## config.mk

```make
export PLATFORM = sky130hd
export DESIGN_NAME = barrett_mu_precompute
export DESIGN_NICKNAME = d
export VERILOG_FILES = /design/src/rtl/barrett_mu_precompute.sv
export SDC_FILE = /design/constraint.sdc
export NUM_CORES = 1
export LEC_CHECK = 0
export CAP_MARGIN = 10
export CORE_MARGIN = 5
export CORE_UTILIZATION = 40
export CTS_CLUSTER_SIZE = 30
export DETAILED_ROUTE_END_ITERATION = 12
export HOLD_SLACK_MARGIN = 0.03
export SYNTH_ARGS = -nofsm -noshare
export SYNTH_HDL_FRONTEND = slang
export SYNTH_SLANG_ARGS = --single-unit
```

## constraint.sdc

```tcl
create_clock -name clk_i -period 10.1 [get_ports clk_i]
set_clock_uncertainty 0.15 [all_clocks]
set_input_delay 1.01 -clock clk_i [delete_from_list [all_inputs] [get_ports clk_i]]
set_output_delay 1.01 -clock clk_i [all_outputs]
set_load 0.05 [all_outputs]
```

## src/rtl/barrett_mu_precompute.sv

```systemverilog
// Computes the Barrett constant mu = floor(2^(2K) / m) by restoring division,
// one quotient bit per clock, and presents m and mu stable for the reduction stage.
module barrett_mu_precompute #(
    parameter int unsigned K = 32
) (
    input  logic        clk_i,
    input  logic        rst_i,
    input  logic        start_i,
    input  logic [63:0] m_i,
    output logic        ready_o,
    output logic        busy_o,
    output logic        valid_o,
    output logic        err_o,
    output logic [63:0] m_o,
    output logic [63:0] mu_o
);

    localparam int unsigned RW = K + 1;
    localparam int unsigned QW = 2 * K + 1;
    localparam int unsigned CW = $clog2(2 * K + 1);

    typedef enum logic [1:0] {
        S_IDLE = 2'd0,
        S_DIV  = 2'd1,
        S_DONE = 2'd2
    } state_e;

    state_e          state_q;
    logic            ready_q;
    logic            busy_q;
    logic            valid_q;
    logic            err_q;
    logic [63:0]     m_q;
    logic [63:0]     mu_q;
    logic [CW-1:0]   cnt_q;
    logic [RW-1:0]   rem_q;
    logic [RW-1:0]   dvs_q;
    logic [QW-1:0]   quo_q;

    logic            m_legal_c;
    logic            div_bit_c;
    logic [RW-1:0]   rem_shift_c;
    logic [RW-1:0]   rem_diff_c;
    logic            q_bit_c;
    logic [RW-1:0]   rem_nxt_c;
    logic [QW-1:0]   quo_nxt_c;
    logic            unused_c;

    assign m_legal_c = (m_i >= 64'd2) && ((m_i >> K) == 64'd0);

    // One restoring-division step; the remainder stays below m, so its top bit is never set
    always_comb begin
        div_bit_c   = (cnt_q == CW'(2 * K));
        rem_shift_c = {rem_q[K-1:0], div_bit_c};
        rem_diff_c  = rem_shift_c - dvs_q;
        q_bit_c     = (rem_shift_c >= dvs_q);
        rem_nxt_c   = q_bit_c ? rem_diff_c : rem_shift_c;
        quo_nxt_c   = {quo_q[QW-2:0], q_bit_c};
    end

    // Bits that are provably zero for any legal modulus
    assign unused_c = quo_q[QW-1] ^ rem_q[K];

    always_ff @(posedge clk_i or posedge rst_i) begin
        if (rst_i) begin
            state_q <= S_IDLE;
            ready_q <= 1'b1;
            busy_q  <= 1'b0;
            valid_q <= 1'b0;
            err_q   <= 1'b0;
            m_q     <= '0;
            mu_q    <= '0;
            cnt_q   <= '0;
            rem_q   <= '0;
            dvs_q   <= '0;
            quo_q   <= '0;
        end else begin
            valid_q <= 1'b0;
            unique case (state_q)
                S_IDLE: begin
                    if (start_i) begin
                        m_q     <= m_i;
                        dvs_q   <= RW'(m_i[K-1:0]);
                        rem_q   <= '0;
                        quo_q   <= '0;
                        cnt_q   <= CW'(2 * K);
                        ready_q <= 1'b0;
                        if (m_legal_c) begin
                            state_q <= S_DIV;
                            busy_q  <= 1'b1;
                        end else begin
                            // Illegal modulus reports immediately without dividing
                            state_q <= S_DONE;
                            valid_q <= 1'b1;
                            err_q   <= 1'b1;
                            mu_q    <= '0;
                        end
                    end
                end
                S_DIV: begin
                    rem_q <= rem_nxt_c;
                    quo_q <= quo_nxt_c;
                    if (cnt_q == '0) begin
                        state_q <= S_DONE;
                        busy_q  <= 1'b0;
                        valid_q <= 1'b1;
                        err_q   <= 1'b0;
                        mu_q    <= 64'(quo_nxt_c[2*K-1:0]);
                    end else begin
                        cnt_q <= cnt_q - CW'(1);
                    end
                end
                S_DONE: begin
                    state_q <= S_IDLE;
                    ready_q <= 1'b1;
                end
                default: begin
                    state_q <= S_IDLE;
                    ready_q <= 1'b1;
                    busy_q  <= 1'b0;
                end
            endcase
        end
    end

    assign ready_o = ready_q;
    assign busy_o  = busy_q;
    assign valid_o = valid_q;
    assign err_o   = err_q;
    assign m_o     = m_q;
    assign mu_o    = mu_q;

endmodule

```

==> impl_summary.log, run 1 <==
INFO  metric rsz_0062_raised_after_global_routing = no
INFO  metric inserted_clock_buffers = 27
INFO  metric grtUsageTotal = ~18%
INFO  metric drc = 0
INFO  metric peakVddDrop = 0.000123 V
INFO  metric hold_class = register to register
INFO  metric areaGrowthSynthToFinish = 28.4%
INFO  metric power_leakage = 6.57 nW
INFO  metric final_antenna_net_count = 0
INFO  metric finalHoldViolCount = 0
INFO  metric globalRouteOverflowTotal = 0
INFO  metric final.period_utilization = 42.7%
INFO  metric timing.rr.start = cnt_q[0]$_DFFE_PP0P_
INFO  metric placeableCoreArea = around 27000 sq um
INFO  metric clkSinkCount = 236
INFO  metric clock.fmax = 232 MHz
INFO  metric first_global_vias = 9084
INFO  metric grtUsageMet2 = 31.0%
INFO  metric p_per_area = 140 nW/um^2
INFO  metric nNetsFinal = 1492
INFO  metric drt_first_pass_iters = 5
INFO  metric antenna_found_initial = 0
INFO  metric synth_area = 11000 sq um
INFO  metric worst-r2r-setup-slack = 5.78 ns
INFO  metric cts.htree.levels = 1
INFO  metric fp.dieW = ~180 um
INFO  metric drt_wl_total = 28500 um
INFO  metric synth_nets = 1316
INFO  metric synth-main-ff-cell = sky130_fd_sc_hd__dfrtp_1
INFO  metric max_slew.worst_pin.slew = 1.10 ns
INFO  metric avgRoutedWirePerCell = about 16 um
INFO  metric worst-endpoint-required = about 10 ns
INFO  metric clkLatencyLatePin = 0.56 ns
INFO  metric worstSetupPathType = register to register
INFO  metric gr-usage-met1 = 24.0%
INFO  metric grt_max_degree = 128
INFO  metric clk_pin_slew_worst_paths = 0.06 ns
INFO  metric synth-seq-cells = between 200 and 250
INFO  metric grt_pass1_wl = 47200 um
INFO  metric worstHoldPathCells = 2
INFO  metric hold_path.startpoint = m_o[51]$_DFFE_PP0P_
INFO  metric maxSlewHeadroom = 26.4%
INFO  metric diodes = 0
INFO  metric die_area = approximately 31000 sq um
INFO  metric cts_resized = 0
INFO  metric finish.instance_area = between 10000 and 15000 sq um
INFO  metric fin_tns_setup = 0 ns
INFO  metric report.power.total = slightly below 2 mW
INFO  metric post-dp-hpwl = 19400 um
INFO  metric global_route.peak_usage_layer = met2
INFO  metric worstHoldEndpoint = m_o[51]$_DFFE_PP0P_
INFO  metric synth-edff-count = 0
INFO  metric synth_cells = 1215
INFO  metric iteration_0_drc_count_of_the_detailed_router = roughly 520
INFO  metric timing.reg2reg.worst_path_depth = 17
INFO  metric via_per_inst = 5.06
INFO  metric hold_ws = 0.322 ns
INFO  metric netlist-cell-type-count = 66
INFO  metric place_congestion = 0.872
INFO  metric cap_violations = 0
INFO  metric critical_path.startpoint_type = register
INFO  metric io-pin-count = 199
INFO  metric layout-drive-gt1-share = 4.96%
INFO  metric endpoint_arrival_time_on_the_critical_path = 4.57 ns
INFO  metric timing.critical_path.to_type = register
INFO  metric core.rowCount = 60
INFO  metric worst_r2r_end = rem_q[25]$_DFFE_PP0P_
INFO  metric die_h = ~180 um
INFO  metric outcome = complete, no violations
INFO  metric final_cell_mix = sky130_fd_sc_hd__nand2_1 (422), sky130_fd_sc_hd__dfrtp_1 (235), sky130_fd_sc_hd__clkdlybuf4s50_1 (198), sky130_fd_sc_hd__o21ai_0 (122), sky130_fd_sc_hd__inv_1 (42)
INFO  metric met3_usage = 3.81%
INFO  metric buffer_ports.inserted = just under 200
INFO  metric postCtsSetupRepairBufs = 0
INFO  metric placed_area = roughly 13000 sq um
INFO  metric setup_viol = 0
INFO  metric routed-via-count = 8870
INFO  metric cts_hold_buf = 0
INFO  metric clock_tree.buffer_depth = 3
INFO  metric synthesis.area_per_instance = 9.04 sq um
INFO  metric cts_tree = done
INFO  metric asyncSetResetFlopFracSynth = 100%
INFO  metric total_of_warnings_raised_by_yosys = 0
INFO  metric yosysSeqAreaShare = 53.8%
INFO  metric cts_root_buffer = sky130_fd_sc_hd__clkbuf_16
INFO  metric critical_path_maximum_fanout = 19
INFO  metric min_period = 4.32 ns
INFO  metric num-fill-cells = about 2500
INFO  metric timing.final.max_slew_violations = 0
INFO  metric layout_commonest_cell = sky130_fd_sc_hd__nand2_1
INFO  metric floorplan.initialDensity = between 40% and 50%
==> registers in the layout (all words and copies together), names as in the netlist <==
register / count
m_o: 64
mu_o: 64
quo_q: 63
rem_q: 32
cnt_q: 7
state_q: 2
busy_o: 1
err_o: 1
ready_o: 1
valid_o: 1
==> Yosys cell counts (3+ instances only) <==
cell type                  instances  area share [%]
sky130_fd_sc_hd__a211oi_1          4            0.27
sky130_fd_sc_hd__a21o_1           15             1.0
sky130_fd_sc_hd__a21oi_1          27             1.2
sky130_fd_sc_hd__a22o_1            3            0.24
sky130_fd_sc_hd__a31oi_1           5            0.28
sky130_fd_sc_hd__a32oi_1           4            0.32
sky130_fd_sc_hd__and2_1            4            0.23
sky130_fd_sc_hd__buf_1             3            0.10
sky130_fd_sc_hd__clkbuf_1         45             1.5
sky130_fd_sc_hd__dfrtp_1         235              54
sky130_fd_sc_hd__ha_1             33             3.8
sky130_fd_sc_hd__inv_1            43             1.5
sky130_fd_sc_hd__mux2i_1          27             2.5
sky130_fd_sc_hd__nand2_1         423              14
sky130_fd_sc_hd__nand2b_1          8            0.46
sky130_fd_sc_hd__nand3_1          13            0.59
sky130_fd_sc_hd__nand4_1          11            0.63
sky130_fd_sc_hd__nor2_1           40             1.4
sky130_fd_sc_hd__nor2b_1           6            0.34
sky130_fd_sc_hd__nor3_1           13            0.59
sky130_fd_sc_hd__nor4_1           18             1.0
sky130_fd_sc_hd__o211ai_1          4            0.27
sky130_fd_sc_hd__o21ai_0         122             5.6
sky130_fd_sc_hd__o21ai_1          22             1.0
sky130_fd_sc_hd__o21bai_1          5            0.34
sky130_fd_sc_hd__or2_2             3            0.17
sky130_fd_sc_hd__xnor2_1          19             1.5
sky130_fd_sc_hd__xor2_1           13             1.0
==> critical path: stages (launching register included) <==
cell and delay (ns):
sky130_fd_sc_hd__dfrtp_1 0.40, sky130_fd_sc_hd__inv_1 0.07, sky130_fd_sc_hd__ha_1 0.17, sky130_fd_sc_hd__nand2b_1 0.08, sky130_fd_sc_hd__or4_1 0.46, sky130_fd_sc_hd__inv_1 0.08
sky130_fd_sc_hd__nand2_1 0.08, sky130_fd_sc_hd__ha_1 0.22, sky130_fd_sc_hd__or2b_2 0.31, sky130_fd_sc_hd__a21o_2 0.22, sky130_fd_sc_hd__a21oi_2 0.19, sky130_fd_sc_hd__o211ai_2 0.16
sky130_fd_sc_hd__o2bb2ai_2 0.28, sky130_fd_sc_hd__a21oi_2 0.12, sky130_fd_sc_hd__o21ai_4 0.41, sky130_fd_sc_hd__buf_4 0.43, sky130_fd_sc_hd__mux2i_1 0.24, sky130_fd_sc_hd__o21ai_0 0.10
==> power by group <==
| group | internal (mW) | leakage, nW | switching, mW |
|---|---|---|---|
| sequential | 0.946 | 2.84 | 0 |
| clock | 0.573 | 0.436 | 0.405 |
| combinational | 0.0242 | 3.30 | 0.0278 |
| total | 1.54 | 6.57 | 0.433 |
==> metrics by stage <==
step	cells	util, %	setup slack, ns
2_1_floorplan	1215	-	2.47
3_3_place_gp	1703	48.9	5.88
3_5_place_dp	1703	48.9	5.78
4_1_cts	1752	52.2	5.75
5_1_grt	1752	52.2	5.53
6_report	1752	52.2	5.78
==> final cells by class <==
cell class              count  area, sq um  share of cell area, %
clock buffers              41          798                   5.66
clock inverters             8         90.1                  0.639
inverters                  43          169                   1.20
multi-input cells         878         4670                   33.2
flip-flops and latches    236         5910                   41.9
well taps                 341          427                   3.03
repair buffers            205         2030                   14.4
==> per-layer routing <==
metal | vias to the layer above | share of wire (%)
li1 | 4411 | -
met1 | 4243 | 45
met2 | 161 | 48
met3 | 55 | 4.7
met4 | 0 | 2.9
met5 | - | 0
==> kinds of logic (layout without fill, tap and decap cells) <==
| group | count (synthesis) | in the layout | synth area share, % |
|---|---|---|---|
| simple gates | 551 | 551 | 20.7 |
| fa+ha+maj | 34 | 34 | 3.94 |
| buf+inv | 101 | 297 | 4.08 |
| flops | 236 | 236 | 53.8 |
| xor+xnor | 32 | 32 | 2.55 |
| compound gates | 234 | 234 | 12.5 |
| mux | 27 | 27 | 2.46 |
==> worst max path at each step <==
| stage | end | slack (ns) | from | cells after the start |
|---|---|---|---|---|
| after global placement | rem_q[25]$_DFFE_PP0P_ | 5.88 | cnt_q[0]$_DFFE_PP0P_ | 17 |
| after detailed placement | rem_q[25]$_DFFE_PP0P_ | 5.78 | cnt_q[0]$_DFFE_PP0P_ | 17 |
| after floorplan | busy_o$_DFFE_PP0P_ | 2.47 | rst_i | 1 |
| final | rem_q[25]$_DFFE_PP0P_ | 5.78 | cnt_q[0]$_DFFE_PP0P_ | 17 |
| after global routing | rem_q[25]$_DFFE_PP0P_ | 5.53 | cnt_q[1]$_DFFE_PP0P_ | 17 |
| after CTS | rem_q[25]$_DFFE_PP0P_ | 5.75 | cnt_q[0]$_DFFE_PP0P_ | 17 |
No activity file was read; power rests on OpenSTA's default activity.
==> run 2, diff against run 1 <==
- PLACE_DENSITY: unset -> 0.66
- clock period: 10.1 -> 3.6 ns (I/O delays scaled with it)
==> impl_summary.log, run 2 (synthesis results as in run 1) <==
INFO  metric grtUsageTotal = 18.7%
INFO  metric timing.rr.start = cnt_q[0]$_DFFE_PP0P_
INFO  metric setup_viol = 0
INFO  metric grt_max_degree = 128
INFO  metric routed-via-count = 9010
INFO  metric buffer_ports.inserted = around 200
INFO  metric core.rowCount = 60
INFO  metric placeableCoreArea = 27000 sq um
INFO  metric outcome = complete, no violations
INFO  metric hold_class = primary input to asynchronous set/reset pin
INFO  metric inserted_clock_buffers = 27
INFO  metric cts_tree = done
INFO  metric power_leakage = 6.73 nW
INFO  metric rsz_0062_raised_after_global_routing = yes
INFO  metric grt_pass1_wl = 48200 um
INFO  metric timing.reg2reg.worst_path_depth = 17
INFO  metric die_area = between 30000 and 40000 sq um
INFO  metric via_per_inst = just over 5
INFO  metric clkLatencyLatePin = 0.54 ns
INFO  metric drc = 0
INFO  metric min_period = 3.56 ns
INFO  metric worst_r2r_end = rem_q[12]$_DFFE_PP0P_
INFO  metric final_antenna_net_count = 0
INFO  metric timing.final.max_slew_violations = 0
INFO  metric cts.htree.levels = 1
INFO  metric clk_pin_slew_worst_paths = 0.06 ns
INFO  metric diodes = 0
INFO  metric critical_path_maximum_fanout = 8
INFO  metric die_h = 176 um
INFO  metric nNetsFinal = 1517
INFO  metric clock_tree.buffer_depth = 3
INFO  metric worst-r2r-setup-slack = 0.04 ns
INFO  metric iteration_0_drc_count_of_the_detailed_router = 530
INFO  metric cap_violations = 0
INFO  metric detailedPlace.worstSlack = -0.0684 ns
INFO  metric place_congestion = 0.885
INFO  metric globalRouteOverflowTotal = 0
INFO  metric fp.dieW = 176 um
INFO  metric drt_first_pass_iters = 5
INFO  metric max_slew.worst_pin.slew = 1.02 ns
INFO  metric endpoint_arrival_time_on_the_critical_path = 3.82 ns
INFO  metric io-pin-count = 199
INFO  metric clock.fmax = between 200 and 300 MHz
INFO  metric slowest_stage = sky130_fd_sc_hd__or4_4
INFO  metric peakVddDrop = 0.000318 V
INFO  metric layout_commonest_cell = sky130_fd_sc_hd__nand2_1
INFO  metric first_global_vias = 9260
INFO  metric antenna_found_initial = 0
INFO  metric cts_root_buffer = sky130_fd_sc_hd__clkbuf_16
INFO  metric drt_wl_total = 29000 um
INFO  metric timing.critical_path.slowest_cell_delay = 0.43 ns
INFO  metric finish.instance_area = 14500 sq um
INFO  metric crit_path_cell_trace = inv_1 -> ha_2 -> nand2b_1 -> or4_4 -> inv_2 -> nand2_2 -> ha_4 -> or2b_4 -> a21o_4 -> a21oi_4 -> o211ai_4 -> o2bb2ai_4 -> a21oi_4 -> o21ai_4 -> buf_8 -> mux2i_1 -> o21ai_1
INFO  metric layout-drive-gt1-share = approximately 7.7%
INFO  metric critical_path.startpoint_type = register
INFO  metric finalHoldViolCount = 0
INFO  metric worstSetupPathType = register to register
INFO  metric p_per_area = 383 nW/um^2
INFO  metric timing.critical_path.to_type = register
INFO  metric maxSlewHeadroom = 31.9%
INFO  metric placed_area = around 13000 sq um
INFO  metric worst-endpoint-required = around 3.9 ns
INFO  metric final_cell_mix = sky130_fd_sc_hd__nand2_1 (422), sky130_fd_sc_hd__dfrtp_1 (235), sky130_fd_sc_hd__clkdlybuf4s50_1 (198), sky130_fd_sc_hd__o21ai_0 (117), sky130_fd_sc_hd__inv_1 (41)
INFO  metric post-dp-hpwl = 19900 um
INFO  metric cts_hold_buf = 0
INFO  metric areaGrowthSynthToFinish = 31.9%
INFO  metric avgRoutedWirePerCell = 16.3 um
INFO  metric worst_slack = 0.0372 ns
INFO  metric clkSinkCount = 236
INFO  metric crit_path_frequent_cell = sky130_fd_sc_hd__a21oi_4
INFO  metric floorplan.initialDensity = 40.6%
INFO  metric final.period_utilization = 99.0%
[run 2: cell types whose count changed in the layout (fill, tap and decap cells not counted), sizes merged]
cell,delta
buf,+24
clkbuf,-6
clkinv,+5
clkinvlp,+3
[run 2: worst max path at each step]
stage | start | end | slack (ns) | cells past startpoint
finish | cnt_q[0]$_DFFE_PP0P_ | rem_q[12]$_DFFE_PP0P_ | 0.04 | 17
global route | cnt_q[0]$_DFFE_PP0P_ | rem_q[22]$_DFFE_PP0P_ | -0.11 | 17
CTS | cnt_q[1]$_DFFE_PP0P_ | rem_q[20]$_DFFE_PP0P_ | 0.005 | 18
detailed placement | cnt_q[1]$_DFFE_PP0P_ | rem_q[18]$_DFFE_PP0P_ | -0.07 | 17
global placement | cnt_q[1]$_DFFE_PP0P_ | rem_q[18]$_DFFE_PP0P_ | 0.05 | 17
floorplan | rst_i | busy_o$_DFFE_PP0P_ | -0.001 | 1
[run 2: per-layer routing]
metal / wire length, um / global-route usage, %
met1: 12600 / 24.6
met2: 14200 / 31.5
met3: 1540 / 4.20
met4: 771 / 4.81
met5: 0 / 0
[run 2: timing repair]
action,CTS,global route
pin swaps,4,8
setup endpoints to repair,29,34
resized for setup,9,24
cloned,2,0
setup buffers,4,5
[run 2: area by class of cell]
class	instances	area, sq um
fillers	2488	12500
flip-flops and latches	236	5910
multi-input cells	878	4760
repair buffers	230	2320
clock buffers	34	762
well taps	341	427
inverters	43	165
clock inverters	16	138
[run 2: stage by stage]
step	power, mW	std cells	setup TNS [ns]	hold WS (ns)	utilization [%]
after CTS	5.62	1776	0	0.105	53.4
after global placement	2.85	1720	0	0.307	49.6
after detailed placement	2.85	1720	-0.926	0.311	49.6
after global routing	5.76	1778	-2.07	0.136	53.6
after floorplan	2.75	1215	-0.249	0.296	-
final	5.54	1778	0	0.113	53.6
[run 2: where the power goes]
part	total [mW]	internal, mW	switching, mW
sequential	2.65	2.65	0
combinational	0.149	0.0716	0.0771
clock	2.74	1.59	1.16
total	5.54	4.31	1.23
[run 2: worst max-delay path, delay by kind of cell, from the launching register on]
| kind | cells | cell delay (ns) |
|---|---|---|
| compound gates | 7 | 1.18 |
| simple gates | 4 | 0.83 |
| flops | 1 | 0.37 |
| fa+ha+maj | 2 | 0.34 |
| buf+inv | 3 | 0.32 |
| mux | 1 | 0.21 |
==> run 3, diff against run 2 <==
- MAX_ROUTING_LAYER: unset -> met4
==> impl_summary.log, run 3 (synthesis results as in run 1) <==
INFO  metric outcome = complete, no violations
INFO  metric grt_max_degree = between 100 and 150
INFO  metric grtUsageMet2 = 30.8%
INFO  metric globalRouteOverflowTotal = 0
INFO  metric max_slew.worst_pin.slew = around 0.99 ns
INFO  metric die_h = 176 um
INFO  metric cap_violations = 0
INFO  metric io-pin-count = 199
INFO  metric critical_path.startpoint_type = register
INFO  metric critical_path.endpoint = rem_q[3]$_DFFE_PP0P_
INFO  metric worst_setup_path_startpoint = cnt_q[1]$_DFFE_PP0P_
INFO  metric multi_input_area = 4720 sq um
INFO  metric nNetsFinal = roughly 1500
INFO  metric diodes = 0
INFO  metric clock.fmax = 280 MHz
INFO  metric worst_slack = 0.0280 ns
INFO  metric grtUsageTotal = 19.1%
INFO  metric layout_commonest_cell = sky130_fd_sc_hd__nand2_1
INFO  metric core.rowCount = 60
INFO  metric iteration_0_drc_count_of_the_detailed_router = 577
INFO  metric floorplan.initialDensity = 40.6%
INFO  metric clock_tree.buffer_depth = 3
INFO  metric cts_root_buffer = sky130_fd_sc_hd__clkbuf_16
INFO  metric setup_viol = 0
INFO  metric hold_class = primary input to register
INFO  metric cts_tree = done
INFO  metric layout.area.seq = 5910 sq um
INFO  metric final.period_utilization = 99.2%
INFO  metric die_area = a little over 30000 sq um
INFO  metric timing.rr.start = cnt_q[1]$_DFFE_PP0P_
INFO  metric p_per_area = 391 nW/um^2
INFO  metric power_leakage = 6.80 nW
INFO  metric drt_wl_total = 29200 um
INFO  metric buffer_ports.inserted = 198
INFO  metric first_global_vias = a little over 9000
INFO  metric num-fill-cells = about 2400
INFO  metric worst-r2r-setup-slack = ~0.028 ns
INFO  metric hold_path.startpoint = m_i[0]
INFO  metric areaGrowthSynthToFinish = 32.6%
INFO  metric via_per_inst = 5.10
INFO  metric final_cell_mix = sky130_fd_sc_hd__nand2_1 (422), sky130_fd_sc_hd__dfrtp_1 (235), sky130_fd_sc_hd__clkdlybuf4s50_1 (198), sky130_fd_sc_hd__o21ai_0 (120), sky130_fd_sc_hd__inv_1 (41)
INFO  metric place_congestion = between 0.9 and 1
INFO  metric inserted_clock_buffers = 27
INFO  metric worst_r2r_end = rem_q[3]$_DFFE_PP0P_
INFO  metric finalHoldViolCount = 0
INFO  metric placedCellCount = 1717
INFO  metric clkLatencyLatePin = 0.54 ns
INFO  metric endpoint_arrival_time_on_the_critical_path = 3.83 ns
INFO  metric hold_ws = 0.212 ns
INFO  metric min_period = 3.57 ns
INFO  metric postLayoutCoreUtil = 53.9%
INFO  metric peakVddDrop = between 0.0003 and 0.0004 V
INFO  metric critical_path_maximum_fanout = 5
INFO  metric clkSinkCount = roughly 240
INFO  metric worstSetupPathType = register to register
INFO  metric maxSlewHeadroom = 33.7%
INFO  metric layoutNonFillerInstCount = 1781
INFO  metric avgRoutedWirePerCell = 16.4 um
INFO  metric rsz_0062_raised_after_global_routing = yes
INFO  metric final_antenna_net_count = 0
INFO  metric timing.final.max_slew_violations = 0
INFO  metric drc = 0
INFO  metric drt_first_pass_iters = 4
INFO  metric grt_pass1_wl = 47700 um
INFO  metric cts.htree.levels = 1
INFO  metric routed-via-count = 9081
INFO  metric met3_usage = 3.64%
INFO  metric global_route.peak_usage_layer = met2
INFO  metric placeableCoreArea = 27000 sq um
INFO  metric worst-endpoint-required = 3.86 ns
INFO  metric detailedPlace.worstSlack = -0.0437 ns
INFO  metric fp.dieW = ~180 um
INFO  metric antenna_found_initial = 0
INFO  metric post-dp-hpwl = 20200 um
INFO  metric fin_tns_setup = 0 ns
INFO  metric clk_pin_slew_worst_paths = 0.06 ns
INFO  metric layout-drive-gt1-share = 7.85%
INFO  metric timing.critical_path.to_type = register
INFO  metric gr-usage-met1 = 24.8%
INFO  metric timing.reg2reg.worst_path_depth = 18
-- run 3: repair_timing --
| item | in CTS | in global routing |
|---|---|---|
| setup endpoints to repair | 4 | 33 |
| buffers inserted | 0 | 11 |
| pin swaps | 0 | 15 |
| gates resized for setup | 1 | 24 |
| hold buffers | 1 | 0 |
| cloned | 0 | 2 |
| endpoints found under the hold margin | 14 | 0 |
-- run 3: worst min path at each step --
| stage | slack, ns | endpoint | cells after the start |
|---|---|---|---|
| after floorplan | 0.30 | quo_q[10]$_DFFE_PP0P_ | 2 |
| after global placement | 0.31 | quo_q[11]$_DFFE_PP0P_ | 2 |
| after detailed placement | 0.31 | m_o[36]$_DFFE_PP0P_ | 2 |
| after CTS | 0.19 | m_o[0]$_DFFE_PP0P_ | 3 |
| after global routing | 0.22 | m_o[0]$_DFFE_PP0P_ | 3 |
| final | 0.21 | m_o[0]$_DFFE_PP0P_ | 3 |
-- run 3: area by class of cell --
type	instances	area share (%)
clock buffers	34	5.30
clock inverters	16	1.29
inverters	43	1.13
multi-input cells	878	32.4
flip-flops and latches	236	40.6
well taps	341	2.93
repair buffers	233	16.4
-- run 3: critical path, stage by stage, from the launching register on --
cell,delay (ns)
sky130_fd_sc_hd__dfrtp_1,0.37
sky130_fd_sc_hd__inv_1,0.07
sky130_fd_sc_hd__ha_2,0.18
sky130_fd_sc_hd__nand2b_1,0.08
sky130_fd_sc_hd__or4_4,0.43
sky130_fd_sc_hd__inv_2,0.07
sky130_fd_sc_hd__nand2_2,0.07
sky130_fd_sc_hd__ha_4,0.18
sky130_fd_sc_hd__or2b_4,0.26
sky130_fd_sc_hd__a21o_4,0.24
sky130_fd_sc_hd__a21oi_4,0.18
sky130_fd_sc_hd__o211ai_2,0.13
sky130_fd_sc_hd__o2bb2ai_2,0.19
sky130_fd_sc_hd__a21oi_2,0.10
sky130_fd_sc_hd__o21ai_4,0.19
sky130_fd_sc_hd__buf_6,0.15
sky130_fd_sc_hd__buf_8,0.13
sky130_fd_sc_hd__mux2i_2,0.20
sky130_fd_sc_hd__o21ai_1,0.07
-- run 3: metal layers --
layer	wire length [um]	vias to the layer above
li1	-	4461
met2	14200	191
met5	0	-
met1	12800	4370
met3	1410	59
met4	781	0
-- run 3: through the flow --
| stage | power, mW | area, sq um |
|---|---|---|
| CTS | 5.78 | 14300 |
| detailed placement | 2.86 | 13400 |
| finish | 5.69 | 14600 |
| global route | 5.91 | 14600 |
| floorplan | 2.75 | 11000 |
| global placement | 2.86 | 13400 |
-- run 3: power breakdown --
part | internal (mW) | switching (mW) | total [mW]
Combinational | 0.0767 | 0.0787 | 0.155
Sequential | 2.65 | 0 | 2.65
Clock | 1.74 | 1.14 | 2.89
